## src/rtl/piso.sv

```systemverilog
`default_nettype none
// ============================================================================
//  Module   : piso
//  Purpose  : Parallel-in, serial-out shift register with a busy/last bit counter.
//             Define PISO_LSB_FIRST_EN to shift LSB first. The default is MSB first.
//  Revision : 1.0  initial release
// ============================================================================
module piso #(
  parameter int   WIDTH = 4,
  parameter logic FILL  = 1'b0
) (
  input  logic [WIDTH-1:0] d,
  input  logic             res,
  input  logic             clk,
  input  logic             load,
  output logic             y,
  output logic             busy,
  output logic             last
);

  localparam int             CW      = $clog2(WIDTH + 1);
  localparam logic [CW-1:0]  c_WIDTH = CW'(WIDTH);
  localparam logic [CW-1:0]  c_ONE   = CW'(1);
  localparam logic [CW-1:0]  c_ZERO  = '0;

  logic [WIDTH-1:0] r_sr;
  logic [CW-1:0]    r_cnt;
  logic [WIDTH-1:0] w_sr_shift;
  logic             w_out_bit;

`ifdef PISO_LSB_FIRST_EN
  assign w_sr_shift = {FILL, r_sr[WIDTH-1:1]};
  assign w_out_bit  = r_sr[0];
`else
  assign w_sr_shift = {r_sr[WIDTH-2:0], FILL};
  assign w_out_bit  = r_sr[WIDTH-1];
`endif

  // Load has priority over shifting. A reload while busy drops the remaining bits.
  always_ff @(posedge clk or negedge res) begin
    if (!res) begin
      r_sr  <= '0;
      r_cnt <= c_ZERO;
    end else if (load) begin
      r_sr  <= d;
      r_cnt <= c_WIDTH;
    end else begin
      r_sr  <= w_sr_shift;
      if (r_cnt != c_ZERO) r_cnt <= r_cnt - c_ONE;
    end
  end

  assign y    = w_out_bit;
  assign busy = (r_cnt != c_ZERO);
  assign last = (r_cnt == c_ONE);

endmodule
`default_nettype wire

```

## config.mk

```make
export PLATFORM = sky130hd
export DESIGN_NAME = piso
export DESIGN_NICKNAME = d
export VERILOG_FILES = /design/src/rtl/piso.sv
export SDC_FILE = /design/constraint.sdc
export NUM_CORES = 1
export LEC_CHECK = 0
export ABC_AREA = 1
export BUFFER_PORTS_ARGS = -buffer_cell sky130_fd_sc_hd__buf_4
export CORE_AREA = 8 8 45 47
export CTS_BUF_LIST = sky130_fd_sc_hd__clkbuf_16
export DETAILED_ROUTE_END_ITERATION = 8
export DIE_AREA = 0 0 53 55
export PLACE_DENSITY_LB_ADDON = 0.05
export SLEW_MARGIN = 25
export SYNTH_ARGS = -nofsm -noshare
export SYNTH_HDL_FRONTEND = slang
export SYNTH_SLANG_ARGS = --single-unit
```

## constraint.sdc

```tcl
create_clock -name clk -period 1.1 [get_ports clk]
set_input_delay 0.11 -clock clk [delete_from_list [all_inputs] [get_ports clk]]
set_output_delay 0.11 -clock clk [all_outputs]
set_load 0.05 [all_outputs]
```

Word level (Yosys, flattened, before mapping). Cells that the tools add are included. W data, S select, Z words.

Bits in registers: 7. Latch bits: 0. Bits in writable memories: 0. Memory bits (read-only): 0. Word-level logic and storage cells: 9. Memories: 0.

Add/subtract/negate cells: 1. Multipliers: 0. Divide/modulo/power cells: 0. Order comparisons: 0. Equal/unequal tests: 1. Shift operators: 0. Multiplexer cells: 3. Bitwise operators: 0. Reduce and logical (&&, ||, !) cells: 2.

Operators with widths (number): $mux W3 (2); $mux W4 (1); $eq A3 B1 Y1 const B (1); $reduce_bool A3 Y1 (1); $sub A3 B1 Y3 const B (1); $reduce_bool A2 Y1 (1).

Logic depth before layout (Yosys ltp). Gate-level depths: netlist of run 1.

Depth after elaboration: 3. Gate-level depth with buffers: 5. Gate-level depth less buffers: 5.

Worst setup path after synthesis of run 1. OpenSTA, ideal clock, no wires.

Path type: register to output. From: register r_cnt[1]. To: output last. Arrival: 1.250 ns. Required time: 0.990 ns. Path slack: -0.260 ns. Cell stages (with the launch flop): 5. Cells stage by stage: dfrtp_1 > inv_1 > ha_1 > inv_1 > nor2_1.

Word-level cells in the longest chain between the ends: 1.

RTL lines: start, declared (RTL line 27) `logic [CW-1:0] r_cnt;`; start signal, assigned (RTL line 43) `r_cnt <= c_ZERO;`; start signal, assigned (RTL line 46) `r_cnt <= c_WIDTH;`; start signal, assigned (RTL line 49) `if (r_cnt != c_ZERO) r_cnt <= r_cnt - c_ONE;`; $eq A3 B1 Y1 (RTL line 55) `assign last = (r_cnt == c_ONE);`; end, declared (RTL line 18) `output logic last`.

Every way passes these cells.

Worst setup path in the final report of run 1.
From: register r_cnt[0]. To: output busy.

Word-level cells in the longest chain between the ends: 1.

RTL lines: $reduce_bool A3 Y1 (RTL line 54) `assign busy = (r_cnt != c_ZERO);`; end, declared (RTL line 17) `output logic busy,`.

Every way passes these cells.

==> flow_summary.yaml, run 1 <==
hold_path:
  hp-class: "input port to flip-flop"
  hold_path_depth: 3
  hp-start: "d[0]"
  hold_path_end: "r_sr[0]"
drt:
  routed_via_density: 4.20
  drtAntennaViolNets: 0
  dr_total_vias: 319
  drt_iter0_markers: 6
  drc: 0
  first_pass_iters: 3
  wl_per_cell_microns: 11.6
  drt_wl_total_microns: 882
placement:
  gp_congestion: 0.628
  portBuffers: 9
clock_tree:
  h-tree-depth: 1
  cts_root_buffer: "clkbuf_16"
  tritoncts: "built"
  clockBufferDepth: 2
  cts.sinks: 7
  cts_buffers: 3
  clock_latency_ps: 230
  cts.clk_slew.worst_paths_ps: 40
synthesis:
  async_reset_ff_frac: 1.00
  syn_avg_cell_area_sq_um: 8.38
  synth_area_leaders: "dfrtp_1 52%, nand2_1 16%, ha_1 11%"
  ys_warn_count: 0
  yosys.area.top_type: "dfrtp_1"
  synth_edf_count: 0
  synthCells: 40
  netlist_area_sq_um: 335
  synth.most_common_cell: "nand2_1"
  synth_top_area_frac: 0.522
  synth.ff_latch_count: 7
  synth_fp_nets: 50
  synthTopCellsByCount: "14 x nand2_1, 7 x dfrtp_1, 6 x inv_1"
  ys_seq_area_frac: 0.522
  synth_cell_types: 9
  synth_flop_cell: "dfrtp_1"
pwr:
  power_uw: 1660
  ir_drop_v: 0.000964
  powerDensity_nw_per_um2: 2700
  p_leak_uw: 0.000323
job:
  drv_cap: 0
setup_path:
  cp_max_fo: 3
  reg2reg_from: "r_cnt[0]"
  required_ps: 990
  r2r_cells: 6
  path_class: "flip-flop to primary output"
  start_kind: "flip-flop"
  worstReg2RegEnd: "r_cnt[2]"
  rrSetupSlack_ps: 50
  crit_arrival_ps: 1120
  endpoint_kind: "primary output"
timing:
  slew_headroom: 0.877
  setup_viol: 2
  setup_ws_ps: -126
  fmax_mhz: 815
  rsz0062_at_grt: "yes"
  hold_ws_ps: 67.9
  post-route-period-util: 1.11
  finalClockSkew_ps: 0.524
  fin_crit_ps: 1230
  tightest_slew_ps: 184
  finalHoldViolCount: 0
  maxSlewViolCount: 0
cells_and_area:
  finalNetCount: 71
  num_antenna_cells: 0
  area_delta_synth_final_pct: 83.6
  layout-drive-gt1-share: 0.467
run_status:
  status: "complete, but fails checks"
  violations: "negative setup slack"
global_routing:
  grt_pass1_vias: 349
  antenna_found_initial: 0
  globalRouteOverflowTotal: 0
  grt_max_degree: 8
  grt_pass1_wl_mm: 1.50
  grt_usage: 0.0746
floorplanning:
  coreArea_sq_um: 1380
  rows: 14
  start_util: 0.242
  die_w_microns: 53
  die_area_sq_um: 2920
  ios: 10
  fp.dieH_microns: 55
report_power, final:
part           internal, uW  switching, uW  total, uW
Sequential              315           51.0        366
Clock                   472            131        603
Combinational           328            363        691
Total                  1120            545       1660
how the worst max path moves through the flow:
stage	to	from	slack (ps)
4_1_cts	last	r_cnt[1]	-140
3_5_place_dp	busy	r_cnt[0]	-5
3_3_place_gp	busy	r_cnt[0]	50
2_1_floorplan	r_cnt[0]	r_cnt[0]	30
5_1_grt	last	r_cnt[1]	-180
6_report	busy	r_cnt[0]	-130
layout by cell type (no fill, tap or decap), drive strengths merged:
master | Yosys | final
buf | 0 | 15
clkbuf | 0 | 3
dfrtp | 7 | 7
dlygate4sd3 | 0 | 1
ha | 3 | 3
inv | 7 | 8
nand2 | 15 | 15
nand3 | 2 | 2
nand4 | 2 | 2
nor2 | 4 | 4
sequential cells by signal, indices dropped and copies added, names as in the netlist:
name   cells
r_sr       4
r_cnt      3
routing by layer:
metal | up-vias | GRT usage | share of wire
met1 | 151 | 0.0721 | 0.42
met4 | 0 | 0.0647 | 0
met2 | 8 | 0.127 | 0.54
li1 | 160 | - | -
met3 | 0 | 0.0241 | 0.041
met5 | - | 0 | 0
area by class of cell:
cell class	instances	area (sq um)
Sequential cell	7	176
Inverter	7	26.3
Tap cell	16	20.0
Multi-Input combinational cell	26	184
Clock buffer	3	75.1
Clock inverter	1	3.75
Timing Repair Buffer	16	130
Fill cell	136	768
through the flow:
step                      setup TNS, ps  cell area, sq um   util  instances  setup WS (ps)
after floorplan                       0               350      -         40           28.4
after global placement                0               438  0.316         65           53.3
after detailed placement          -5.39               438  0.316         65          -5.39
after CTS                          -273               587  0.424         74           -142
after global routing               -335               616  0.445         76           -179
final                              -251               616  0.445         76           -126
timing repair:
| item | 4_1_cts | 5_1_grt |
|---|---|---|
| hold endpoints to repair | 7 | 0 |
| pin swaps | 2 | 2 |
| setup buffers | 4 | 2 |
| gates resized for setup | 8 | 3 |
| endpoints found under the setup margin | 2 | 3 |
| hold buffers | 1 | 0 |
cell families after synthesis:
| kind of cell | synth area share |
|---|---|
| fa+ha+maj | 0.112 |
| buf+inv | 0.0783 |
| flops | 0.522 |
| simple gates | 0.287 |
worst max-delay path, cell delays in order (launching register included):
cell and delay [ps]:
dfrtp_2 430, inv_2 90, ha_4 160, nand2_4 60, buf_6 150
(Power assumes the default switching activity.)
==> run 2: changes to the inputs <==
--- a/config.mk
+++ b/config.mk
@@ -12,6 +12,7 @@
 export DETAILED_ROUTE_END_ITERATION = 8
 export DIE_AREA = 0 0 53 55
 export PLACE_DENSITY_LB_ADDON = 0.05
+export SKIP_CTS_REPAIR_TIMING = 1
 export SLEW_MARGIN = 25
 export SYNTH_ARGS = -nofsm -noshare
 export SYNTH_HDL_FRONTEND = slang
==> run 2 against run 1 <==
Net effect: the run still ends with negative setup slack left; core utilization is 0.54 points lower; cell area is 1.2% lower; worst hold slack stayed put; via count is 1.6% lower; sequential power hardly changed; power is 2.1% lower; sequential share of layout area is 0.35 points higher; worst setup slack worse by 6.3 ps; register-to-register slack hardly changed; critical path depth is 1 higher; critical path type unchanged; largest power group unchanged.
==> flow_summary.yaml, run 2 (same netlist as run 1, synthesis figures left out) <==
cells_and_area:
  largest_reg_flops: 4
  finalNetCount: 70
  mostFrequentLayoutCells: "14 x nand2_1, 12 x buf_4, 6 x dfrtp_1"
  area_delta_synth_final_pct: 81.3
  top_register: "r_sr"
  layout-drive-gt1-share: 0.458
  layout_commonest_cell: "nand2_1"
  reg_top3: "r_sr: 4 flops, r_cnt: 3 flops"
  final_util: 0.439
  num_antenna_cells: 0
  nFillCells: 137
timing:
  tightest_slew_ps: 184
  hold_ws_ps: 67.9
  fin_crit_ps: 1230
  rsz0062_at_grt: "yes"
  finalClockSkew_ps: 0.524
  fmax_mhz: 811
  maxSlewViolCount: 0
  setup_ws_ps: -133
  slew_headroom: 0.878
  finalHoldViolCount: 0
  setup_viol: 2
  post-route-period-util: 1.12
floorplanning:
  fp.dieH_microns: 55
  start_util: 0.242
  coreArea_sq_um: 1380
  die_w_microns: 53
  die_area_sq_um: 2920
  rows: 14
  ios: 10
setup_path:
  critPathSlowestCell: "dfrtp_1"
  path_class: "flip-flop to primary output"
  required_ps: 990
  endpoint_kind: "primary output"
  cp_common_cell: "inv_2"
  path_cells: "inv_2, ha_4, inv_2, nor2_4, buf_6"
  cp_max_fo: 3
  critPathMaxStageDelay_ps: 380
  start_kind: "flip-flop"
  crit_arrival_ps: 1120
drt:
  wl_per_cell_microns: 11.4
  drtAntennaViolNets: 0
  first_pass_iters: 4
  drt_iter0_markers: 7
  drt_wl_total_microns: 854
  drc: 0
  dr_total_vias: 314
  routed_via_density: 4.19
clock_tree:
  tritoncts: "built"
  clock_latency_ps: 230
  clockBufferDepth: 2
  h-tree-depth: 1
  cts.sinks: 7
  cts_buffers: 3
  cts.clk_slew.worst_paths_ps: 40
  cts_root_buffer: "clkbuf_16"
run_status:
  violations: "negative setup slack"
  status: "complete, but fails checks"
hold_path:
  hp-class: "input port to flip-flop"
global_routing:
  globalRouteOverflowTotal: 0
  antenna_found_initial: 0
  grt_usage: 0.0685
  grt_pass1_vias: 331
  grt_pass1_wl_mm: 1.37
  grt_max_degree: 8
placement:
  dp_slack_ps: -5.39
  gp_congestion: 0.628
  portBuffers: 9
job:
  drv_cap: 0
pwr:
  ir_drop_v: 0.000969
  p_leak_uw: 0.000318
  powerDensity_nw_per_um2: 2670
==> run 2: worst max-delay path, delay by kind of cell, from the launching register on <==
kind	cells	cell delay [ps]
buffers and inverters	3	310
AND/OR/NAND/NOR	1	70
adder cells (fa/ha/maj)	1	140
flip-flops	1	380
==> run 2: stage by stage <==
step,TNS [ps],area [sq um],instances,total power (uW)
6_report,-257,608,75,1630
5_1_grt,-342,608,75,1730
4_1_cts,-463,517,69,1410
3_5_place_dp,-5.39,438,65,799
3_3_place_gp,0,438,65,773
2_1_floorplan,0,350,40,673
==> run 2: path summary, 6_finish.rpt <==
check | start | slack [ps] | to | depth (start not counted)
max | r_cnt[1] | -130 | last | 5
min | d[0] | 70 | r_sr[0] | 3
max reg2reg | r_cnt[0] | 50 | r_cnt[2] | 6
min reg2reg | r_sr[2] | 450 | r_sr[3] | 2
max in group asynchronous | res | 720 | r_cnt[0] | 2
min in group asynchronous | res | 240 | r_sr[0] | 2
==> run 2: where the power goes <==
group	internal [uW]	switching [uW]	total, uW
registers	315	51.8	367
clock network	472	131	603
logic	304	351	656
==> run 2: per-layer routing <==
layer  vias to the layer above  global-route usage  part of all wire
li1                        157                   -                 -
met1                       149              0.0644              0.44
met2                         8               0.115              0.52
met3                         0              0.0241             0.042
met4                         0              0.0647                 0
met5                         -                   0                 0
==> run 2: cell type report <==
| class | instances | area (sq um) | share of cell area |
|---|---|---|---|
| clock inverter | 1 | 3.75 | 0.00617 |
| clock buffer | 3 | 75.1 | 0.123 |
| tap | 16 | 20.0 | 0.0329 |
| inverter | 7 | 26.3 | 0.0432 |
| multi-input combinational | 26 | 184 | 0.302 |
| sequential | 7 | 176 | 0.290 |
| timing repair buffer | 15 | 123 | 0.202 |
